$ cat src/rtl/fetch_cache_pkg.sv
// Shared types and width helpers for the fetch cache.
package fetch_cache_pkg;

  typedef enum logic [1:0] {
    IDLE,
    MISS_WAIT,
    RESPOND
  } state_t;

  localparam int STAT_BITS = 16;

  function automatic int index_bits(input int num_lines);
    return $clog2(num_lines);
  endfunction

  function automatic int tag_bits(input int addr_bits, input int num_lines);
    return addr_bits - $clog2(num_lines);
  endfunction

endpackage

$ cat src/rtl/fetch_cache_array.sv
// Valid/tag/data storage for the fetch cache: combinational read, synchronous
// write, synchronous clear of every valid bit.
module fetch_cache_array
  import fetch_cache_pkg::*;
#(
  parameter int ADDR_BITS = 8,
  parameter int DATA_BITS = 16,
  parameter int NUM_LINES = 16
) (
  input  logic                                       clk,
  input  logic                                       clear,
  input  logic [index_bits(NUM_LINES)-1:0]           rd_index,
  output logic                                       rd_valid,
  output logic [tag_bits(ADDR_BITS, NUM_LINES)-1:0]  rd_tag,
  output logic [DATA_BITS-1:0]                       rd_data,
  input  logic                                       wr_en,
  input  logic [index_bits(NUM_LINES)-1:0]           wr_index,
  input  logic [tag_bits(ADDR_BITS, NUM_LINES)-1:0]  wr_tag,
  input  logic [DATA_BITS-1:0]                       wr_data,
  input  logic                                       wr_valid
);
  localparam int TAG_BITS = tag_bits(ADDR_BITS, NUM_LINES);

  logic [NUM_LINES-1:0] valid_reg;
  logic [TAG_BITS-1:0]  tag_mem  [NUM_LINES];
  logic [DATA_BITS-1:0] data_mem [NUM_LINES];

  // Clear outranks a same-cycle write so a flushed fill never becomes valid.
  always_ff @(posedge clk) begin
    if (clear) begin
      valid_reg <= '0;
    end else if (wr_en) begin
      valid_reg[wr_index] <= wr_valid;
    end
  end

  always_ff @(posedge clk) begin
    if (wr_en) begin
      tag_mem[wr_index]  <= wr_tag;
      data_mem[wr_index] <= wr_data;
    end
  end

  assign rd_valid = valid_reg[rd_index];
  assign rd_tag   = tag_mem[rd_index];
  assign rd_data  = data_mem[rd_index];

endmodule

$ cat src/rtl/fetch_cache.sv
// Direct-mapped single-word-line instruction fetch cache in front of the program-memory controller.
// Define FETCH_CACHE_STATS_EN to build saturating hit/miss counters; otherwise both read as zero.
module fetch_cache
  import fetch_cache_pkg::*;
#(
  parameter int ADDR_BITS = 8,
  parameter int DATA_BITS = 16,
  parameter int NUM_LINES = 16
) (
  input  logic                  clk,
  input  logic                  reset,
  input  logic                  flush,
  input  logic                  req_valid,
  input  logic [ADDR_BITS-1:0]  req_address,
  output logic                  req_ready,
  output logic [DATA_BITS-1:0]  req_data,
  output logic                  mem_read_valid,
  output logic [ADDR_BITS-1:0]  mem_read_address,
  input  logic                  mem_read_ready,
  input  logic [DATA_BITS-1:0]  mem_read_data,
  output logic [STAT_BITS-1:0]  hit_count,
  output logic [STAT_BITS-1:0]  miss_count
);
  localparam int INDEX_BITS = index_bits(NUM_LINES);
  localparam int TAG_BITS   = tag_bits(ADDR_BITS, NUM_LINES);

  state_t                 state_reg, state_next;
  logic                   req_ready_reg, req_ready_next;
  logic [DATA_BITS-1:0]   req_data_reg, req_data_next;
  logic                   mem_read_valid_reg, mem_read_valid_next;
  logic [ADDR_BITS-1:0]   mem_read_address_reg, mem_read_address_next;
  logic                   poison_reg, poison_next;

  logic                   rd_valid;
  logic [TAG_BITS-1:0]    rd_tag;
  logic [DATA_BITS-1:0]   rd_data;
  logic                   wr_en, wr_valid;
  logic                   hit;

  fetch_cache_array #(
    .ADDR_BITS (ADDR_BITS),
    .DATA_BITS (DATA_BITS),
    .NUM_LINES (NUM_LINES)
  ) u_array (
    .clk      (clk),
    .clear    (flush | ~reset),
    .rd_index (req_address[INDEX_BITS-1:0]),
    .rd_valid (rd_valid),
    .rd_tag   (rd_tag),
    .rd_data  (rd_data),
    .wr_en    (wr_en),
    .wr_index (mem_read_address_reg[INDEX_BITS-1:0]),
    .wr_tag   (mem_read_address_reg[ADDR_BITS-1:INDEX_BITS]),
    .wr_data  (mem_read_data),
    .wr_valid (wr_valid)
  );

  assign hit = rd_valid && (rd_tag == req_address[ADDR_BITS-1:INDEX_BITS]);

  always_ff @(posedge clk) begin
    if (!reset) begin
      state_reg            <= IDLE;
      req_ready_reg        <= 1'b0;
      req_data_reg         <= '0;
      mem_read_valid_reg   <= 1'b0;
      mem_read_address_reg <= '0;
      poison_reg           <= 1'b0;
    end else begin
      state_reg            <= state_next;
      req_ready_reg        <= req_ready_next;
      req_data_reg         <= req_data_next;
      mem_read_valid_reg   <= mem_read_valid_next;
      mem_read_address_reg <= mem_read_address_next;
      poison_reg           <= poison_next;
    end
  end

  always_comb begin
    state_next            = state_reg;
    req_ready_next        = req_ready_reg;
    req_data_next         = req_data_reg;
    mem_read_valid_next   = mem_read_valid_reg;
    mem_read_address_next = mem_read_address_reg;
    poison_next           = poison_reg;
    wr_en                 = 1'b0;
    wr_valid              = 1'b0;
    case (state_reg)
      IDLE: begin
        if (req_valid) begin
          if (hit) begin
            req_data_next  = rd_data;
            req_ready_next = 1'b1;
            state_next     = RESPOND;
          end else if (!mem_read_ready) begin
            // Waiting for ready low keeps a stale ready from ending this miss.
            mem_read_valid_next   = 1'b1;
            mem_read_address_next = req_address;
            state_next            = MISS_WAIT;
          end
        end
      end
      MISS_WAIT: begin
        if (mem_read_ready) begin
          mem_read_valid_next = 1'b0;
          req_data_next       = mem_read_data;
          req_ready_next      = 1'b1;
          wr_en               = 1'b1;
          wr_valid            = !(poison_reg || flush);
          poison_next         = 1'b0;
          state_next          = RESPOND;
        end else if (flush) begin
          poison_next = 1'b1;
        end
      end
      RESPOND: begin
        if (!req_valid) begin
          req_ready_next = 1'b0;
          state_next     = IDLE;
        end
      end
      default: state_next = IDLE;
    endcase
  end

  assign req_ready        = req_ready_reg;
  assign req_data         = req_data_reg;
  assign mem_read_valid   = mem_read_valid_reg;
  assign mem_read_address = mem_read_address_reg;

`ifdef FETCH_CACHE_STATS_EN
  logic                 hit_inc, miss_inc;
  logic [STAT_BITS-1:0] hit_count_reg, miss_count_reg;

  assign hit_inc  = (state_reg == IDLE) && req_valid && hit;
  assign miss_inc = (state_reg == IDLE) && req_valid && !hit && !mem_read_ready;

  always_ff @(posedge clk) begin
    if (!reset || flush) begin
      hit_count_reg  <= '0;
      miss_count_reg <= '0;
    end else begin
      if (hit_inc && hit_count_reg != '1)   hit_count_reg  <= hit_count_reg + 1'b1;
      if (miss_inc && miss_count_reg != '1) miss_count_reg <= miss_count_reg + 1'b1;
    end
  end

  assign hit_count  = hit_count_reg;
  assign miss_count = miss_count_reg;
`else
  assign hit_count  = '0;
  assign miss_count = '0;
`endif

endmodule

$ cat config.mk
export PLATFORM = sky130hd
export DESIGN_NAME = fetch_cache
export DESIGN_NICKNAME = d
export VERILOG_FILES = /design/src/rtl/fetch_cache_pkg.sv /design/src/rtl/fetch_cache_array.sv /design/src/rtl/fetch_cache.sv
export SDC_FILE = /design/constraint.sdc
export NUM_CORES = 1
export LEC_CHECK = 0
export CORE_MARGIN = 4
export CORE_UTILIZATION = 60
export CTS_BUF_LIST = sky130_fd_sc_hd__clkbuf_2 sky130_fd_sc_hd__clkbuf_4 sky130_fd_sc_hd__clkbuf_8
export CTS_CLUSTER_SIZE = 24
export DETAILED_ROUTE_END_ITERATION = 10
export PLACE_DENSITY = 0.79
export SLEW_MARGIN = 25
export SYNTH_ARGS = -nofsm -noshare
export SYNTH_HDL_FRONTEND = slang
export SYNTH_SLANG_ARGS = --single-unit
$ cat constraint.sdc
create_clock -name clk -period 10.1 [get_ports clk]
set_clock_uncertainty 0.15 [all_clocks]
set_input_delay 2.02 -clock clk [delete_from_list [all_inputs] [get_ports clk]]
set_output_delay 2.02 -clock clk [all_outputs]
set_load 0.02 [all_outputs]
==> metrics.md <==
| Metric | Value |
|---|---|
| Pins Over Slew Limit | 0 |
| Worst flop-to-flop path endpoint | u_array.valid_reg[4] |
| TritonCTS clock tree | done |
| Post-DR wirelength/cell | about 25 um |
| CTS resizes | 0 |
| DR vias | between 7k and 8k |
| GR Overflow Total | 0 |
| IO Count | slightly below 90 |
| Synth cell count leaders | edfxtp_1, nand2_1, mux4_2, dfxtp_1, mux2i_1 |
| Worst vdd ir | ~110 uV |
| Final Instance Area | roughly 17000 sq um |
| Rel. slew slack | a little under a third |
| Register area share after synthesis | 72.1% |
| Fin nets | approximately 910 |
| H-tree levels | 2 |
| Mapped Cells | 798 |
| Total track usage | about a quarter |
| P_int | between 0.002 and 0.0025 W |
| Vias per Instance | 6.14 |
| Worst-Skew Late Latency | approximately 0.57 ns |
| Maximum fanout along the worst path | 57 |
| Max cap viols | 0 |
| Pleak | 5.51 nW |
| Drt drc | 0 |
| Most flops, register | u_array.data_mem |
| Worst Hold Class | reg2reg |
| Clock share of power | ~40% |
| Vias in the first global route | slightly below 8k |
| Post-synthesis cell area | around 15000 sq um |
| Syn-to-layout area delta | 13.5% |
| Setup TNS | 0 ns |
| CTS Root Cell | clkbuf_8 |
| Largest net degree at the start of global routing | 58 |
| R2r setup slk | ~6.0 ns |
| Placed inst area | 15400 sq um |
| YS warnings | 0 |
| Die Span Y | around 160 um |
| CP Capture Type | register |
| Reg clk slew, reported paths | ~0.060 ns |
| WP data required | ~10 ns |
| Synthesis-stage register bit count | roughly 370 |
| Final Cycle Share | a little over half |
| CTS Sinks | ~370 |
| Distinct cells, synth | 39 |
| FF-to-FF Start | state_reg[0] |
| Starting Density | roughly three fifths |
| RSZ-0062 raised after global routing | false |
| Number of core rows | 56 |
| Max reg flops | roughly 260 |
| # Post-CTS Setup Buffers | 0 |
| Die area | 26900 sq um |
| Gate power share | under 10% |
| Share of flip-flops with an asynchronous set or reset | 0% |
| Gpl congestion | about 0.8 |
| Hold-fix buffers at CTS | 0 |
| Post-route ant nets | 0 |
| Share of cells above drive strength 1 | between 20% and 30% |
| Final setup viols | 0 |
| Sw frac | between 20% and 30% |
| CTS Buffer Depth | 3 |
| Min-delay src | req_ready |
| Worst-Margin Slew | around 1.0 ns |
| Worst hold path depth | 2 |
| Most common cell in the netlist | edfxtp_1 |
| Share of power burned in registers | 54.1% |
| Final min period | ~5.3 ns |
| CP Class | in2reg |
| P_sw | 0.000650 W |
| Routed Wire Length | about 32 mm |
| Ranking of synthesized cells by area | edfxtp_1, mux4_2, dfxtp_1, nand2_1, mux2i_1 |
| Die width | roughly 160 um |
| Fin. Hold Viols | 0 |
| Power Density | approximately 190 nW/um^2 |
| Outcome | complete, no violations |
| Avg Cell Area, Syn | about 18 sq um |
| Hold_ws | 0.295 ns |
| CP arrival | approximately 5.6 ns |
| Initial DRT Pass Iterations | 7 |
| Top cell type's share of synthesized area | between 60 and 70% |
| Antenna cells | 0 |
| Inserted Clock Buffers | 55 |
| Post-DP HPWL | about 17 mm |
| Reg2Reg Depth | 8 |
| Port Buf Inserts | 54 |
| CP Launch Type | primary input |
| Initial antenna violation count | 1 |
| First-pass GRT wire length | roughly 48 mm |
| Fmax | between 150 and 200 MHz |
| Leading area contributor after synthesis | edfxtp_1 |
| Standard cell core area | roughly 24000 sq um |
| Largest registers | u_array.data_mem: 256 flops, u_array.tag_mem: 64 flops |
| Iteration-0 DRC count of the detailed router | between 800 and 900 |
| Post-synth EDFFs | 320 |
| Worst hold endpoint | req_ready |
| Most used DFF post-synth | edfxtp_1 |
| Non-Filler Instances | around 1.2k |
| Placed cells | between 1k and 1.5k |
==> worst max-delay path by stage <==
stage                              start                    to
after global placement    req_address[1]   mem_read_address[7]
after CTS                 req_address[1]   mem_read_address[3]
after global routing      req_address[1]           req_data[0]
final                     req_address[1]           req_data[0]
after floorplan           mem_read_ready  u_array.valid_reg[0]
after detailed placement  req_address[1]   mem_read_address[3]
==> placed cells by master (no fill, tap or decap), types with 3 or more instances in the layout <==
master           synthesis  final
xor2_1                   4      4
mux4_2                  92     92
buf_4                   35     17
nor2_1                  25     13
a21oi_1                 13     13
nand2_1                117    117
a22oi_1                  5      5
clkinv_1                 0      5
nor2_2                   0      6
mux2_2                   3      3
o21ai_0                 13     13
edfxtp_1               320    320
conb_1                   1     32
and2_1                   3      3
mux4_1                   3      3
mux2i_1                 40     40
clkbuf_8                 0     67
clkdlybuf4s50_1          0     50
clkinv_2                 0      6
clkbuf_4                 0     19
nor3_2                   0      5
nor2_4                   0      6
dfxtp_1                 45     45
nor2b_1                  4      4
a211oi_1                 3      3
nand2b_1                 6      6
==> worst max-delay path, stage by stage <==
cell	delay, ns
buf_4	0.36
buf_4	0.78
mux4_2	0.60
o22ai_1	0.17
nor2_1	0.07
a22oi_1	0.33
nor4_4	0.13
a21oi_4	0.82
mux2i_1	0.30
==> through the flow <==
| step | setup slack [ns] | total power (W) | util [%] |
|---|---|---|---|
| 2_1_floorplan | 5.40 | 0.00181 | - |
| 3_3_place_gp | 4.32 | 0.00185 | 64.9 |
| 3_5_place_dp | 4.16 | 0.00186 | 65.0 |
| 4_1_cts | 4.74 | 0.00308 | 69.8 |
| 5_1_grt | 4.69 | 0.00317 | 69.9 |
| 6_report | 4.80 | 0.00306 | 69.9 |
==> power by group through the flow <==
| stage | registers [W] | clock network, W | logic [W] |
|---|---|---|---|
| finish | 0.00166 | 0.00123 | 0.000173 |
| global route | 0.00166 | 0.00133 | 0.000186 |
| CTS | 0.00166 | 0.00125 | 0.000173 |
| detailed placement | 0.00169 | 0 | 0.000172 |
| global placement | 0.00169 | 0 | 0.000166 |
| floorplan | 0.00169 | 0 | 0.000118 |
==> area by class of cell <==
| cell class | count | area (sq um) |
|---|---|---|
| flip-flops and latches | 365 | 10500 |
| fillers | 1475 | 7140 |
| multi-input cells | 387 | 3830 |
| clock buffers | 86 | 1060 |
| repair buffers | 70 | 649 |
| well taps | 319 | 399 |
| clock inverters | 13 | 86.3 |
| inverters | 1 | 3.75 |
==> kinds of logic (layout without fill, tap and decap cells) <==
kind of cell / after synthesis / in the layout / share of synthesized area, %
and+or+nand+nor: 173 / 173 / 5.12
muxes: 138 / 138 / 17.7
buffers and inverters: 77 / 170 / 3.08
DFF: 365 / 365 / 72.1
xor gates and xnor gates: 4 / 4 / 0.240
other: 1 / 32 / 0.0257
AOI/OAI and AO/OA: 40 / 40 / 1.69
==> routing by layer <==
layer / vias to the layer above / wire length [um] / global-route usage, %
li1: 3234 / - / -
met1: 3906 / 12400 / 34.5
met2: 425 / 15900 / 39.6
met3: 57 / 2660 / 3.76
met4: 2 / 663 / 7.70
met5: - / 20 / 0
No activity file was read; power rests on OpenSTA's default activity.
